===== src/rtl/seq_addsub_pkg.sv =====
// seq_addsub_pkg: shared state encoding and sizing helpers for the sequential add/sub engine
package seq_addsub_pkg;
  typedef enum logic [1:0] {IDLE, CALC, DONE} state_t;
  function automatic int nchunk(input int width, input int chunk);
    return width / chunk;
  endfunction
  function automatic int idx_w(input int n);
    return (n > 1) ? $clog2(n) : 1;
  endfunction
endpackage


===== src/rtl/chunk_adder.sv =====
// chunk_adder: combinational ripple-carry slice exposing the carry into its top bit
module chunk_adder #(
  parameter int CHUNK = 4
) (
  input  logic [CHUNK-1:0] a,
  input  logic [CHUNK-1:0] b,
  input  logic             cin,
  output logic [CHUNK-1:0] sum,
  output logic             cout,
  output logic             c_msb_in
);
  logic [CHUNK:0] c;
  // ripple the carry bit by bit through the slice
  always_comb begin
    c = '0;
    sum = '0;
    c[0] = cin;
    for (int i = 0; i < CHUNK; i++) begin
      sum[i] = a[i] ^ b[i] ^ c[i];
      c[i+1] = (a[i] & b[i]) | (c[i] & (a[i] ^ b[i]));
    end
  end
  assign cout = c[CHUNK];
  assign c_msb_in = c[CHUNK-1];
endmodule


===== src/rtl/seq_addsub_responder.sv =====
// seq_addsub_responder: multi-cycle chunked add/subtract engine behind valid/ready request and response ports
module seq_addsub_responder
  import seq_addsub_pkg::*;
#(
  parameter int WIDTH = 32,
  parameter int CHUNK = 4
) (
  input  logic             clk,
  input  logic             rst,
  input  logic             req_valid,
  output logic             req_ready,
  input  logic [WIDTH-1:0] req_a,
  input  logic [WIDTH-1:0] req_b,
  input  logic             req_cin,
  input  logic             req_sub,
  output logic             rsp_valid,
  input  logic             rsp_ready,
  output logic [WIDTH-1:0] rsp_sum,
  output logic             rsp_cout,
  output logic             rsp_ovf
);
  localparam int NCHUNK = nchunk(WIDTH, CHUNK);
  localparam int IW = idx_w(NCHUNK);
  state_t state;
  logic [IW-1:0] idx;
  logic [WIDTH-1:0] a_r, b_r;
  logic carry_r;
  logic [CHUNK-1:0] s;
  logic co, cm;
  // operands shift right each CALC cycle so chunk idx always sits in the low bits
  chunk_adder #(.CHUNK(CHUNK)) u_add (
    .a(a_r[CHUNK-1:0]),
    .b(b_r[CHUNK-1:0]),
    .cin(carry_r),
    .sum(s),
    .cout(co),
    .c_msb_in(cm)
  );
  assign req_ready = state == IDLE;
  assign rsp_valid = state == DONE;
  // control FSM with operand, carry and result registers; result fills from the top as chunks arrive
  always_ff @(posedge clk) begin
    if (rst) begin
      state <= IDLE;
      idx <= '0;
      a_r <= '0;
      b_r <= '0;
      carry_r <= 1'b0;
      rsp_sum <= '0;
      rsp_cout <= 1'b0;
      rsp_ovf <= 1'b0;
    end else begin
      case (state)
        IDLE: if (req_valid) begin
          a_r <= req_a;
          b_r <= req_sub ? ~req_b : req_b;
          carry_r <= req_sub | req_cin;
          idx <= '0;
          rsp_sum <= '0;
          rsp_cout <= 1'b0;
          rsp_ovf <= 1'b0;
          state <= CALC;
        end
        CALC: begin
          a_r <= a_r >> CHUNK;
          b_r <= b_r >> CHUNK;
          carry_r <= co;
          rsp_sum <= {s, rsp_sum[WIDTH-1:CHUNK]};
          idx <= idx + 1'b1;
          if (idx == IW'(NCHUNK - 1)) begin
            rsp_cout <= co;
            rsp_ovf <= cm ^ co;
            state <= DONE;
          end
        end
        DONE: if (rsp_ready) state <= IDLE;
        default: state <= IDLE;
      endcase
    end
  end
endmodule


===== config.mk =====
export PLATFORM = sky130hd
export DESIGN_NAME = seq_addsub_responder
export DESIGN_NICKNAME = d
export VERILOG_FILES = /design/src/rtl/seq_addsub_pkg.sv /design/src/rtl/chunk_adder.sv /design/src/rtl/seq_addsub_responder.sv
export SDC_FILE = /design/constraint.sdc
export NUM_CORES = 1
export LEC_CHECK = 0
export BUFFER_PORTS_ARGS = -buffer_cell sky130_fd_sc_hd__buf_4
export CAP_MARGIN = 40
export CORE_UTILIZATION = 35
export DETAILED_ROUTE_END_ITERATION = 7
export SLEW_MARGIN = 20
export SYNTH_ARGS = -nofsm -noshare
export SYNTH_HDL_FRONTEND = slang
export SYNTH_SLANG_ARGS = --single-unit

===== constraint.sdc =====
create_clock -name clk -period 2.1 [get_ports clk]
set_input_delay 0.21 -clock clk [delete_from_list [all_inputs] [get_ports clk]]
set_output_delay 0.21 -clock clk [all_outputs]
set_load 0.02 [all_outputs]

==> impl_metrics.tcl <==
set metrics [dict create \
    dp.cells 768 \
    final_antenna_net_count 0 \
    syn_avg_cell_area_sq_um 9.146 \
    root_buffer "clkbuf_16" \
    fp.dieH_um 118.2 \
    ys_types 35 \
    initial_core_util 0.3585 \
    n_antenna_cell 0 \
    cts_tree "yes" \
    worstMarginPinSlew_ns 0.5438 \
    antenna_found_initial 0 \
    htreeDepth 3 \
    gp_congestion 0.7723 \
    syn-num-nets 593 \
    worst_slack_ns -0.07232 \
    pwr-share-comb 0.163 \
    postCtsHoldBufs 0 \
    core_area_sq_um 13190 \
    dp_slack_ns -0.1196 \
    fin_worst_hold_slack_ns 0.1057 \
    netlist_instances 517 \
    internal_power_w 0.003451 \
    ys_seq_area_frac 0.4403 \
    cp-start-kind "flip-flop" \
    final_common_cell "buf_4" \
    holdCritStartpoint "req_a[29]" \
    syn_area_sq_um 4728 \
    grt_max_degree 50 \
    dp_hpwl_mm 7.876 \
    cp_max_fo 3 \
    drive_gt1_frac 0.2820 \
    wl_mm 11.60 \
    fin_skew_ns 0.008422 \
    most-common-layout-cells "buf_4 (121), nor2_1 (116), dfxtp_1 (102)" \
    post-route-min-period_ns 2.172 \
    final_max_slew_viol_count 0 \
    grt_overflow 0 \
    hold_viol_final 0 \
    outcome "complete, but fails checks" \
    path_class "reg -> reg" \
    seq_power_share 0.465 \
    max_slew_margin 0.6371 \
    cts_sinks 104 \
    drt-initial-drc-count 205 \
    cap_violations 0 \
    clk_latency_ns 0.34 \
    fmax_mhz 460.3 \
    ir_drop_mv 0.3591 \
    clkTransAtPathRegs_ns 0.08 \
    switching_share 0.2643 \
    synth_top_area_frac 0.4403 \
    crit_arrival_ns 2.39 \
    crit_required_ns 2.32 \
    synthToLayoutAreaGrowth_pct 27.49 \
    io_buffers 105 \
    drc 0 \
    vias 3964 \
    wl_per_cell_um 14.76 \
    clockBufferDepth 2 \
    dieArea_sq_um 13980 \
    drtPass1Iterations 4 \
    via_per_inst 5.043 \
    period_share 1.034 \
    reg2reg_from "b_r[0]" \
    violations "negative setup slack" \
    nNetsFinal 681 \
    numCtsBuffers 9 \
    setup_viol 3 \
    p_per_area_nw_per_um2 778.0 \
    fillCellCount 1283 \
    grt_first_pass_wirelength_mm 18.98 \
    final_cells 786 \
    top_level_ports 106 \
    hp-class "in -> reg" \
    yosysTopAreaCell "dfxtp_1" \
    synthTopCellsByArea "dfxtp_1 (44%), nor2_1 (9.2%), a22oi_1 (6.5%)" \
    clkPwrFrac 0.371 \
    p_sw_w 0.001239 \
    grt_pass1_vias 3768 \
    rows 42 \
    ys_warn_count 0 \
    track_usage 0.1700 \
    cp-startpoint "b_r[0]" \
    die_width_um 118.2 \
    power_leakage_nw 2.442 \
    grt_setup_unrepaired "yes" \
    cp-end-kind "flip-flop" \
    fin_util 0.4570 \
    ys_seq_elements 104 \
]
==> path summary, 6_finish.rpt <==
path | endpoint | cells past startpoint | slack, ns
max | rsp_cout | 10 | -0.07
min | a_r[29] | 3 | 0.11
max reg2reg | rsp_cout | 10 | -0.07
min reg2reg | rsp_cout | 2 | 0.48
==> Yosys cell counts <==
cell type,instances
a2111oi_0,1
a2111oi_1,1
a2111oi_2,13
a211oi_1,2
a21oi_1,32
a221o_1,13
a22oi_1,41
a2bb2oi_1,1
buf_1,2
buf_2,23
buf_4,3
buf_6,5
clkbuf_1,14
clkbuf_4,1
dfxtp_1,104
fa_1,4
ha_1,2
inv_1,4
mux2i_1,1
nand2b_1,31
nand3_1,4
nand3b_1,1
nor2_1,116
nor2_2,1
nor2b_1,2
nor3_1,27
nor3b_2,1
o21a_1,1
o21ba_1,1
o21bai_2,1
or3b_1,29
or4b_1,1
or4b_4,1
xnor2_1,28
xor2_1,5
==> worst max-delay path: stages (launching register included) <==
cell and delay [ns]:
dfxtp_2 0.33, inv_2 0.05, fa_2 0.19, inv_2 0.04
fa_2 0.33, fa_2 0.36, fa_2 0.37, buf_4 0.15
buf_6 0.10, nand3_2 0.06, a21oi_1 0.06
==> registers in the layout, summed over array words and instances, names as in the netlist <==
register  flops
state         2
idx           3
b_r          32
rsp_ovf       1
rsp_cout      1
rsp_sum      32
carry_r       1
a_r          32
==> logic make-up after synthesis <==
family,synth area share
AO/OA/AOI/OAI,0.1829
XOR/XNOR,0.06113
adder cells (fa/ha/maj),0.02223
buffers and inverters,0.05848
flip-flops,0.4403
multiplexers,0.002117
AND/OR/NAND/NOR,0.2329
==> power groups by stage <==
stage          Combinational, W  Clock [W]  Sequential [W]
2_1_floorplan          0.000511          0         0.00221
3_3_place_gp           0.000736          0         0.00222
3_5_place_dp           0.000758          0         0.00223
4_1_cts                0.000769    0.00178         0.00218
5_1_grt                0.000852    0.00185         0.00220
6_report               0.000766    0.00174         0.00218
==> timing repair <==
item,in CTS,in global routing
pin swaps,1,2
setup buffers,1,1
gates resized for setup,8,4
endpoints found under the setup margin,3,4
==> per-stage QoR <==
step                      area (sq um)  power (W)   TNS, ns
after global placement            5643   0.002958   -0.1118
final                             6028   0.004690   -0.1523
after global routing              6028   0.004902   -0.4205
after floorplan                   4733   0.002720         0
after detailed placement          5678   0.002984   -0.2025
after CTS                         6008   0.004730  -0.06610
==> metal layers <==
layer  wire length (um)  track usage
met1               5325       0.2172
met2               5671       0.2835
met3                482      0.03668
met4                121      0.05529
met5                  0            0
==> area by class of cell <==
class	instances	area (sq um)	share of cell area
multi-input cells	361	2416	0.4008
flip-flops and latches	104	2085	0.3458
inverters	4	15.01	0.002491
repair buffers	125	987.2	0.1638
well taps	176	220.2	0.03653
clock buffers	11	242.7	0.04027
clock inverters	5	62.56	0.01038
No activity file was read; power rests on OpenSTA's default activity.
